File: config.mk
export PLATFORM = sky130hd
export DESIGN_NAME = apb_spi_regif
export DESIGN_NICKNAME = d
export VERILOG_FILES = /design/src/rtl/apb_package.sv /design/src/rtl/apb_spi_regif_fifo.sv /design/src/rtl/apb_spi_regif.sv
export SDC_FILE = /design/constraint.sdc
export NUM_CORES = 1
export LEC_CHECK = 0
export CELL_PAD_IN_SITES_DETAIL_PLACEMENT = 2
export CELL_PAD_IN_SITES_GLOBAL_PLACEMENT = 2
export CORE_MARGIN = 2
export CORE_UTILIZATION = 32
export CTS_CLUSTER_SIZE = 12
export DETAILED_ROUTE_END_ITERATION = 10
export PLACE_DENSITY = 0.83
export SKIP_CTS_REPAIR_TIMING = 1
export SLEW_MARGIN = 20
export SYNTH_ARGS = -nofsm -noshare
export SYNTH_HDL_FRONTEND = slang
export SYNTH_SLANG_ARGS = --single-unit
export TNS_END_PERCENT = 50
File: constraint.sdc
create_clock -name apb_clk -period 3.2 [get_ports apb_clk]
set_clock_uncertainty 0.05 [all_clocks]
set_input_delay 0.48 -clock apb_clk [delete_from_list [all_inputs] [get_ports apb_clk]]
set_output_delay 0.48 -clock apb_clk [all_outputs]
set_load 0.01 [all_outputs]
File: src/rtl/apb_package.sv
// ---------------------------------------------------------------------------
// apb_package
//   Shared APB bundle types plus the SPI register-window definitions.
//   master_s_type : bridge -> slave request fields (paddr/pwrite/pwdata/
//                   penable/pprot/pstrb)
//   slave_s_type  : slave -> bridge response fields (prdata/pready/pslverr)
//   spi_reg_e     : word offsets inside the 8-word SPI window (paddr[4:2])
//   ST_* / ISR_*  : bit positions inside the STATUS and ISR words
// ---------------------------------------------------------------------------
package apb_package;

  typedef struct packed {
    logic [31:0] paddr;
    logic        pwrite;
    logic [31:0] pwdata;
    logic        penable;
    logic [2:0]  pprot;
    logic [3:0]  pstrb;
  } master_s_type;

  typedef struct packed {
    logic [31:0] prdata;
    logic        pready;
    logic        pslverr;
  } slave_s_type;

  typedef enum logic [2:0] {
    REG_CTRL   = 3'd0,
    REG_DIV    = 3'd1,
    REG_STATUS = 3'd2,
    REG_TXDATA = 3'd3,
    REG_RXDATA = 3'd4,
    REG_IER    = 3'd5,
    REG_ISR    = 3'd6,
    REG_SSCTRL = 3'd7
  } spi_reg_e;

  // STATUS word layout
  localparam int ST_TX_FULL  = 0;
  localparam int ST_TX_EMPTY = 1;
  localparam int ST_RX_FULL  = 2;
  localparam int ST_RX_EMPTY = 3;
  localparam int ST_BUSY     = 4;
  localparam int ST_RX_OVF   = 5;
  localparam int ST_TX_CNT   = 8;   // [10:8]
  localparam int ST_RX_CNT   = 12;  // [14:12]

  // ISR word layout (raw interrupt sources)
  localparam int ISR_TX_EMPTY = 0;
  localparam int ISR_RX_NE    = 1;
  localparam int ISR_RX_OVF   = 2;

endpackage

File: src/rtl/apb_spi_regif_fifo.sv
// ---------------------------------------------------------------------------
// spi_sync_fifo
//   Single-clock first-word-fall-through byte FIFO used for the SPI TX and RX
//   paths.
//   clk/rst_n  : clock, async active-low reset (pointers and count cleared)
//   push/din   : write strobe and data; accepted when not full, or when full
//                and a pop happens in the same cycle
//   pop        : consume head; ignored when empty
//   dout       : current head (0 while empty)
//   full/empty : occupancy flags from the registered count
//   count      : occupancy 0..DEPTH
// ---------------------------------------------------------------------------
module spi_sync_fifo #(
  parameter int WIDTH = 8,
  parameter int DEPTH = 4,
  parameter int CNT_W = $clog2(DEPTH) + 1
) (
  input  logic             clk,
  input  logic             rst_n,
  input  logic             push,
  input  logic [WIDTH-1:0] din,
  input  logic             pop,
  output logic [WIDTH-1:0] dout,
  output logic             full,
  output logic             empty,
  output logic [CNT_W-1:0] count
);

  localparam int PTR_W = $clog2(DEPTH);

  logic [WIDTH-1:0] mem [DEPTH];
  logic [PTR_W-1:0] wr_ptr_reg;
  logic [PTR_W-1:0] rd_ptr_reg;
  logic [CNT_W-1:0] cnt_reg;
  logic             do_push;
  logic             do_pop;

  assign empty   = (cnt_reg == '0);
  assign full    = (cnt_reg == CNT_W'(DEPTH));
  assign count   = cnt_reg;
  assign do_pop  = pop && !empty;
  // When full, the slot being written is the one the same-cycle pop frees.
  assign do_push = push && (!full || do_pop);
  assign dout    = empty ? '0 : mem[rd_ptr_reg];

  always_ff @(posedge clk) begin
    if (do_push) mem[wr_ptr_reg] <= din;
  end

  // Power-of-two depth: pointers wrap naturally at PTR_W bits.
  always_ff @(posedge clk or negedge rst_n) begin
    if (!rst_n) begin
      wr_ptr_reg <= '0;
      rd_ptr_reg <= '0;
      cnt_reg    <= '0;
    end else begin
      if (do_push) wr_ptr_reg <= wr_ptr_reg + PTR_W'(1);
      if (do_pop)  rd_ptr_reg <= rd_ptr_reg + PTR_W'(1);
      case ({do_push, do_pop})
        2'b10:   cnt_reg <= cnt_reg + CNT_W'(1);
        2'b01:   cnt_reg <= cnt_reg - CNT_W'(1);
        default: cnt_reg <= cnt_reg;
      endcase
    end
  end

endmodule

File: src/rtl/apb_spi_regif.sv
// ---------------------------------------------------------------------------
// apb_spi_regif
//   APB register slave for the SPI peripheral. Every transfer takes exactly
//   one wait state (IDLE -> WAIT -> RESP); all side effects commit in RESP.
//   apb_clk, rst_n            : clock, async active-low reset
//   spi_psel, apb_spi_out     : APB request from the bridge
//   apb_spi_in                : prdata/pready/pslverr response
//   tx_data/tx_valid/tx_ready : TX FIFO head towards the shift core
//   rx_data/rx_valid          : received byte push from the shift core
//   cfg_en/cpol/cpha/lsb/div  : configuration outputs (CTRL, DIV)
//   ss_n                      : slave select (SSCTRL[0], resets to 1)
//   busy                      : core status, visible in STATUS only
//   irq                       : registered |(ISR & IER)
// ---------------------------------------------------------------------------
module apb_spi_regif
  import apb_package::*;
#(
  parameter logic [31:0] BASE_ADDR  = 32'h0001_0100,
  parameter int          FIFO_DEPTH = 4,
  parameter int          CNT_W      = $clog2(FIFO_DEPTH) + 1
) (
  input  logic         apb_clk,
  input  logic         rst_n,
  input  logic         spi_psel,
  input  master_s_type apb_spi_out,
  output slave_s_type  apb_spi_in,
  output logic [7:0]   tx_data,
  output logic         tx_valid,
  input  logic         tx_ready,
  input  logic [7:0]   rx_data,
  input  logic         rx_valid,
  output logic         cfg_en,
  output logic         cfg_cpol,
  output logic         cfg_cpha,
  output logic         cfg_lsb,
  output logic [15:0]  cfg_div,
  output logic         ss_n,
  input  logic         busy,
  output logic         irq
);

  typedef enum logic [1:0] {ST_IDLE, ST_WAIT, ST_RESP} apb_state_e;

  apb_state_e state_reg, state_next;

  logic [3:0]  ctrl_reg;
  logic [15:0] div_reg;
  logic [2:0]  ier_reg;
  logic        ss_reg;
  logic        rx_ovf_reg;
  logic        irq_reg;

  logic             tx_full, tx_empty, rx_full, rx_empty;
  logic [CNT_W-1:0] tx_cnt, rx_cnt;
  logic [7:0]       rx_head;

  spi_reg_e    reg_sel;
  logic        in_window;
  logic        acc_err;
  logic        commit;
  logic        wr_en, rd_en;
  logic        tx_push, tx_pop, rx_push, rx_pop;
  logic        rx_ovf_set, isr_w1c;
  logic [31:0] status_word;
  logic [2:0]  isr_raw;
  logic [31:0] rd_word;

  // pprot/pstrb, sub-word address bits and high write data are don't-care.
  logic unused_inputs;
  assign unused_inputs = ^{apb_spi_out.pprot, apb_spi_out.pstrb,
                           apb_spi_out.paddr[1:0], apb_spi_out.pwdata[31:16]};

  // ---------------- decode / error ----------------
  assign in_window = (apb_spi_out.paddr[31:5] == BASE_ADDR[31:5]);
  assign reg_sel   = spi_reg_e'(apb_spi_out.paddr[4:2]);

  always_comb begin
    acc_err = 1'b0;
    if (!in_window) begin
      acc_err = 1'b1;
    end else if (apb_spi_out.pwrite) begin
      if (reg_sel == REG_STATUS || reg_sel == REG_RXDATA) acc_err = 1'b1;
      if (reg_sel == REG_TXDATA && tx_full)               acc_err = 1'b1;
    end else begin
      if (reg_sel == REG_RXDATA && rx_empty)              acc_err = 1'b1;
    end
  end

  // A select dropped during RESP aborts the transfer without side effects.
  assign commit  = (state_reg == ST_RESP) && spi_psel && !acc_err;
  assign wr_en   = commit && apb_spi_out.pwrite;
  assign rd_en   = commit && !apb_spi_out.pwrite;
  assign tx_push = wr_en && (reg_sel == REG_TXDATA);
  assign rx_pop  = rd_en && (reg_sel == REG_RXDATA);
  assign isr_w1c = wr_en && (reg_sel == REG_ISR) && apb_spi_out.pwdata[ISR_RX_OVF];
  assign tx_pop  = tx_valid && tx_ready;
  assign rx_push = rx_valid;
  // A pop in the same cycle makes room, so only an unmatched push overflows.
  assign rx_ovf_set = rx_valid && rx_full && !rx_pop;

  // ---------------- FIFOs ----------------
  spi_sync_fifo #(.WIDTH(8), .DEPTH(FIFO_DEPTH), .CNT_W(CNT_W)) u_tx_fifo (
    .clk   (apb_clk),
    .rst_n (rst_n),
    .push  (tx_push),
    .din   (apb_spi_out.pwdata[7:0]),
    .pop   (tx_pop),
    .dout  (tx_data),
    .full  (tx_full),
    .empty (tx_empty),
    .count (tx_cnt)
  );

  spi_sync_fifo #(.WIDTH(8), .DEPTH(FIFO_DEPTH), .CNT_W(CNT_W)) u_rx_fifo (
    .clk   (apb_clk),
    .rst_n (rst_n),
    .push  (rx_push),
    .din   (rx_data),
    .pop   (rx_pop),
    .dout  (rx_head),
    .full  (rx_full),
    .empty (rx_empty),
    .count (rx_cnt)
  );

  assign tx_valid = !tx_empty;

  // ---------------- read views ----------------
  always_comb begin
    status_word = '0;
    status_word[ST_TX_FULL]               = tx_full;
    status_word[ST_TX_EMPTY]              = tx_empty;
    status_word[ST_RX_FULL]               = rx_full;
    status_word[ST_RX_EMPTY]              = rx_empty;
    status_word[ST_BUSY]                  = busy;
    status_word[ST_RX_OVF]                = rx_ovf_reg;
    status_word[ST_TX_CNT +: 3]           = 3'(tx_cnt);
    status_word[ST_RX_CNT +: 3]           = 3'(rx_cnt);
  end

  always_comb begin
    isr_raw               = '0;
    isr_raw[ISR_TX_EMPTY] = tx_empty;
    isr_raw[ISR_RX_NE]    = !rx_empty;
    isr_raw[ISR_RX_OVF]   = rx_ovf_reg;
  end

  always_comb begin
    rd_word = '0;
    case (reg_sel)
      REG_CTRL:   rd_word = {28'd0, ctrl_reg};
      REG_DIV:    rd_word = {16'd0, div_reg};
      REG_STATUS: rd_word = status_word;
      REG_TXDATA: rd_word = '0;
      REG_RXDATA: rd_word = {24'd0, rx_head};
      REG_IER:    rd_word = {29'd0, ier_reg};
      REG_ISR:    rd_word = {29'd0, isr_raw};
      REG_SSCTRL: rd_word = {31'd0, ss_reg};
      default:    rd_word = '0;
    endcase
  end

  // ---------------- APB FSM ----------------
  always_ff @(posedge apb_clk or negedge rst_n) begin
    if (!rst_n) state_reg <= ST_IDLE;
    else        state_reg <= state_next;
  end

  always_comb begin
    state_next         = state_reg;
    apb_spi_in.pready  = 1'b0;
    apb_spi_in.pslverr = 1'b0;
    apb_spi_in.prdata  = '0;
    case (state_reg)
      ST_IDLE: if (spi_psel && !apb_spi_out.penable) state_next = ST_WAIT;
      ST_WAIT: state_next = spi_psel ? ST_RESP : ST_IDLE;
      ST_RESP: begin
        state_next         = ST_IDLE;
        apb_spi_in.pready  = 1'b1;
        apb_spi_in.pslverr = acc_err;
        if (!acc_err && !apb_spi_out.pwrite) apb_spi_in.prdata = rd_word;
      end
      default: state_next = ST_IDLE;
    endcase
  end

  // ---------------- registers / IRQ ----------------
  always_ff @(posedge apb_clk or negedge rst_n) begin
    if (!rst_n) begin
      ctrl_reg   <= '0;
      div_reg    <= '0;
      ier_reg    <= '0;
      ss_reg     <= 1'b1;
      rx_ovf_reg <= 1'b0;
      irq_reg    <= 1'b0;
    end else begin
      if (wr_en) begin
        case (reg_sel)
          REG_CTRL:   ctrl_reg <= apb_spi_out.pwdata[3:0];
          REG_DIV:    div_reg  <= apb_spi_out.pwdata[15:0];
          REG_IER:    ier_reg  <= apb_spi_out.pwdata[2:0];
          REG_SSCTRL: ss_reg   <= apb_spi_out.pwdata[0];
          default:    ;
        endcase
      end
      // New overflow beats a concurrent clear so no event is lost.
      if (rx_ovf_set)   rx_ovf_reg <= 1'b1;
      else if (isr_w1c) rx_ovf_reg <= 1'b0;
      irq_reg <= |(isr_raw & ier_reg);
    end
  end

  assign cfg_en   = ctrl_reg[0];
  assign cfg_cpol = ctrl_reg[1];
  assign cfg_cpha = ctrl_reg[2];
  assign cfg_lsb  = ctrl_reg[3];
  assign cfg_div  = div_reg;
  assign ss_n     = ss_reg;
  assign irq      = irq_reg;

endmodule

==> results.cfg, run 1 <==
[synth]
ys_ff_latch = 106
synth_top_area_cell = edfxtp_1
seq_area_frac_synth_pct = 57.40
synth_common_cells = 64 x edfxtp_1, 41 x dfrtp_1, 24 x mux2_1
synth_edf_count = 64
synth_top_area_share_pct = 37.09
netlist_instances = 362
synthTopCellsByArea = edfxtp_1 37%, dfrtp_1 20%, mux4_2 7.0%
syn_area_per_cell_sq_um = 14.31
synthDistinctLibCells = 63
dominantRegCellSynth = edfxtp_1
ys_warn_count = 0
synthesis.area_sq_um = 5181
yosysMostFrequentCell = edfxtp_1
synthArstFlopShare_pct = 39.62

[critical_path]
worst_setup_path_end_kind = output pin
cp.arrival_ns = 2.54
start_kind = input port
path_cells = clkdlybuf4s50_1, nor3b_1, a211o_1, nor4_4, buf_4, buf_4, buf_4, and3_1, dlymetal6s2s_1
crit_family = buffers and inverters
critPathBufInv = 5
cpPeakStageDelay_ns = 0.45
r2r_slack_ns = 0.28
required_ns = 2.67
path_common_cell = buf_4
crit_type = in -> out
path_max_fanout = 4
slowest_stage = clkdlybuf4s50_1

[timing]
period_minus_slack_ns = 3.068
maxSlewViolCount = 0
rsz0062_at_grt = no
fmax_mhz = 326.0
tightest_slew_ns = 0.6315
post-route-period-util_pct = 95.87
hold_viol = 0
holdWs_ns = 0.06987
relSlewSlack_pct = 57.90
setup_violations = 0

[routing]
firstDrtPassIters = 6
wl_per_cell_um = 20.75
routed_wl_mm = 15.07
vias = 3503
via_per_inst = 4.825
drc = 0
drtIter0Drc = 145
postRouteAntennaNets = 0

[global_routing]
grt_pass1_wl_mm = 23.46
globalRouteTotalUtil_pct = 18.03
grt_max_degree = 43
overflow = 0
antenna_found_initial = 1
first_global_vias = 3956

[floorplanning]
die_h_um = 131.2
rows = 46
initial_core_util_pct = 32.74
dieArea_sq_um = 17230
die_width_um = 131.2
ios = 152
core_sq_um = 15830

[final_layout]
n_antenna_cell = 0
final-seq-area_sq_um = 2974
fill_cells = 1557
area_growth_syn_to_layout_pct = 37.12
post-route-util_pct = 44.89
drive_above_1_share_pct = 20.78
stdcell_count = 726
multi_input_area_sq_um = 2036
final_nets = 603

[flow_run]
cap_violations = 0

[pwr]
p_per_area_nw_per_um2 = 464.8
p_leak_nw = 2.996
ir_drop_mv = 0.3365
total_power_mw = 3.302

[placed_design]
io_buffers = 110
dp_hpwl_mm = 11.54
gp_congestion = 0.7744
numPlacedInstances = 709

[cts]
cts_buffers = 9
clock_latency_ns = 0.35
cts.clk_slew.worst_paths_ns = 0.07
root_buffer = clkbuf_16
cts_buffer_depth = 2
cts_tree = done
cts_max_level = 3
cts_sinks = 106

[outcome]
status = completed

[hold_path]
hold_path_class = in -> async
[power by group]
part	internal [mW]	leakage (nW)	total [mW]	switching (mW)
combinational	0.289	1.72	0.583	0.294
clock	0.556	0.141	1.07	0.514
sequential	1.58	1.14	1.65	0.0736
[layer usage]
metal	global-route usage, %	share of wire, %
met3	3.704	3.2
met1	20.90	40
met4	5.072	1.0
met2	33.60	56
met5	0	0
[per-stage QoR]
step	area [sq um]	TNS (ns)	setup slack, ns
2_1_floorplan	5238	0	0.3497
5_1_grt	7104	0	0.04450
3_5_place_dp	6733	-6.057	-0.3190
6_report	7104	0	0.1323
4_1_cts	7019	-4.110	-0.3154
3_3_place_gp	6733	-3.193	-0.2501
[worst paths after layout]
path	startpoint	endpoint	cells after the start
min in group apb_clk	state_reg[0]$_DFFE_PN0P_	state_reg[0]$_DFFE_PN0P_	1
setup reg to reg	u_tx_fifo.count[0]$_DFFE_PN0P_	u_rx_fifo.count[1]$_DFFE_PN0P_	9
hold / removal	rst_n	u_rx_fifo.wr_ptr_reg[0]$_DFFE_PN0P_	1
max in group asynchronous	rst_n	cfg_div[2]$_DFFE_PN0P_	1
hold reg to reg	state_reg[0]$_DFFE_PN0P_	state_reg[0]$_DFFE_PN0P_	1
setup / recovery	apb_spi_out[45]	apb_spi_in[13]	9
[cell usage in the layout, fill, tap and decap left out, drive strengths merged, types with 2 or more instances in the layout]
cell type	netlist	routed
dfrtp	41	41
buf	23	40
nand4	4	4
o21ai	8	8
nand2	12	12
a21oi	11	11
nand2b	5	5
clkinv	0	4
nand3	5	5
mux2i	6	6
xnor2	6	6
nor2b	5	5
or3b	2	2
mux4	16	16
ha	9	9
and2	16	16
clkdlybuf4s50	0	93
inv	15	17
conb	1	16
nor3	5	5
nor4	7	7
mux2	26	26
a22oi	11	11
xor2	4	4
a22o	3	3
or3	2	2
clkbuf	8	10
a211oi	3	3
dlymetal6s2s	0	15
edfxtp	64	64
fa	2	2
nor2	22	22
and3	6	6
nor4b	3	3
[worst reg2reg max path, cell delays in order (launching register included)]
cell and delay, ns:
dfrtp_1 0.46, or3b_4 0.46, a211oi_4 0.32, buf_4 0.20, nor4_2 0.05, buf_4 0.13
nand2b_1 0.08, fa_1 0.43, or4b_1 0.54, o311ai_1 0.10
[cell type report]
| class | instances | share of cell area (%) |
|---|---|---|
| clock buffers | 10 | 3.364 |
| clock inverters | 6 | 0.6693 |
| inverters | 15 | 0.7925 |
| multi-input cells | 225 | 28.65 |
| flip-flops and latches | 106 | 41.86 |
| well taps | 216 | 3.804 |
| repair buffers | 148 | 20.85 |
[logic make-up after synthesis]
family,count (synthesis),synth area share [%]
flip-flops,106,57.40
adder cells (fa/ha/maj),11,2.946
other,1,0.07238
multiplexers,48,13.84
AO/OA/AOI/OAI,42,5.747
AND/OR/NAND/NOR,98,13.14
buffers and inverters,46,5.168
XOR/XNOR,10,1.690
(Power assumes the default switching activity.)
==> inputs of run 2 (changes only) <==
Settings changed: SLEW_MARGIN 20 to 10.
==> run 2 against run 1 <==
  * Sequential share of layout area hardly changed
  * Critical path depth stayed put
  * Global-route usage stayed put
  * Maximum frequency hardly changed
  * Power hardly changed
  * Largest power group unchanged
  * Sequential cell count stayed put
  * Die area stayed put
  * Combinational power hardly changed
  * Highest routed layer unchanged
  * Worst setup slack hardly changed
==> results.cfg, run 2 (same netlist as run 1, synthesis figures left out) <==
[outcome]
status = completed

[pwr]
total_power_mw = 3.301
p_leak_nw = 2.995
ir_drop_mv = 0.3365
p_per_area_nw_per_um2 = 464.8

[placed_design]
io_buffers = 110
gp_congestion = 0.7744
dp_hpwl_mm = 11.54
placed_area_sq_um = 6733
detailedPlace.worstSlack_ns = -0.3190

[critical_path]
start_kind = input port
crit_type = in -> out
path_max_fanout = 4
r2r_slack_ns = 0.28
cp.arrival_ns = 2.54
required_ns = 2.67
reg2reg_depth = 9
worst_setup_path_end_kind = output pin

[global_routing]
grt_pass1_wl_mm = 23.46
first_global_vias = 3956
antenna_found_initial = 1
overflow = 0
globalRouteTotalUtil_pct = 18.03
grt_max_degree = 43

[floorplanning]
core_sq_um = 15830
dieArea_sq_um = 17230
die_h_um = 131.2
initial_core_util_pct = 32.74
die_width_um = 131.2
ios = 152
rows = 46

[timing]
rsz0062_at_grt = no
tightest_slew_ns = 1.042
setup_violations = 0
holdWs_ns = 0.2498
post-route-period-util_pct = 95.86
period_minus_slack_ns = 3.068
fmax_mhz = 326.0
hold_viol = 0
layout_setup_ws_ns = 0.1324
relSlewSlack_pct = 30.52
maxSlewViolCount = 0

[cts]
cts_tree = done
cts.clk_slew.worst_paths_ns = 0.07
clock_latency_ns = 0.35
root_buffer = clkbuf_16
cts_buffers = 9
cts_max_level = 3
cts_buffer_depth = 2
cts_sinks = 106

[routing]
firstDrtPassIters = 6
postRouteAntennaNets = 0
drtIter0Drc = 145
drc = 0
vias = 3505
via_per_inst = 4.828
wl_per_cell_um = 20.74
routed_wl_mm = 15.06

[final_layout]
area_growth_syn_to_layout_pct = 37.07
drive_above_1_share_pct = 20.78
layout_common_cells = 93 x clkdlybuf4s50_1, 64 x edfxtp_1, 41 x dfrtp_1
final_area_sq_um = 7102
n_antenna_cell = 0
final_common_cell = clkdlybuf4s50_1
post-route-util_pct = 44.87
final_nets = 603

[hold_path]
hold_path_class = in -> async

[flow_run]
cap_violations = 0
==> run 2: cell types whose count changed in the layout (fill, tap and decap cells not counted) <==
| cell | delta |
|---|---|
| buf_4 | -1 |
| buf_2 | +1 |
==> run 2: critical path, cell delays in order <==
cell	delay (ns)
clkdlybuf4s50_1	0.45
nor3b_1	0.17
a211o_1	0.33
nor4_4	0.36
buf_4	0.21
buf_4	0.11
buf_4	0.09
and3_1	0.15
dlymetal6s2s_1	0.18
==> run 2: cell type report <==
| class | instances | area (sq um) |
|---|---|---|
| repair buffers | 148 | 1479 |
| clock buffers | 10 | 239.0 |
| well taps | 216 | 270.3 |
| flip-flops and latches | 106 | 2974 |
| multi-input cells | 225 | 2036 |
| fillers | 1558 | 8726 |
| clock inverters | 6 | 47.55 |
| inverters | 15 | 56.30 |
==> run 2: metrics by stage <==
step	setup TNS (ns)	instances
after floorplan	0	377
after global placement	-3.193	709
after detailed placement	-6.057	709
after CTS	-4.110	725
after global routing	0	726
final	0	726
==> run 2: final timing paths <==
check / from / end
setup reg to reg: u_tx_fifo.count[0]$_DFFE_PN0P_ / u_rx_fifo.count[1]$_DFFE_PN0P_
max in group asynchronous: rst_n / cfg_div[2]$_DFFE_PN0P_
hold / removal: rst_n / u_rx_fifo.wr_ptr_reg[0]$_DFFE_PN0P_
min in group apb_clk: state_reg[0]$_DFFE_PN0P_ / state_reg[0]$_DFFE_PN0P_
setup / recovery: apb_spi_out[45] / apb_spi_in[13]
hold reg to reg: state_reg[0]$_DFFE_PN0P_ / state_reg[0]$_DFFE_PN0P_
==> run 2: power breakdown <==
| group | switching, mW | leakage (nW) | internal [mW] |
|---|---|---|---|
| combinational | 0.293 | 1.72 | 0.289 |
| clock | 0.514 | 0.141 | 0.556 |
| sequential | 0.0737 | 1.14 | 1.58 |
==> run 2: metal layers <==
metal  vias up  global-route usage [%]  routed length [um]
met2        68                   33.60                8431
met3        13                   3.704                 474
met1      1822                   20.90                5986
met4         0                   5.072                 163
li1       1602                       -                   -
met5         -                       0                   0
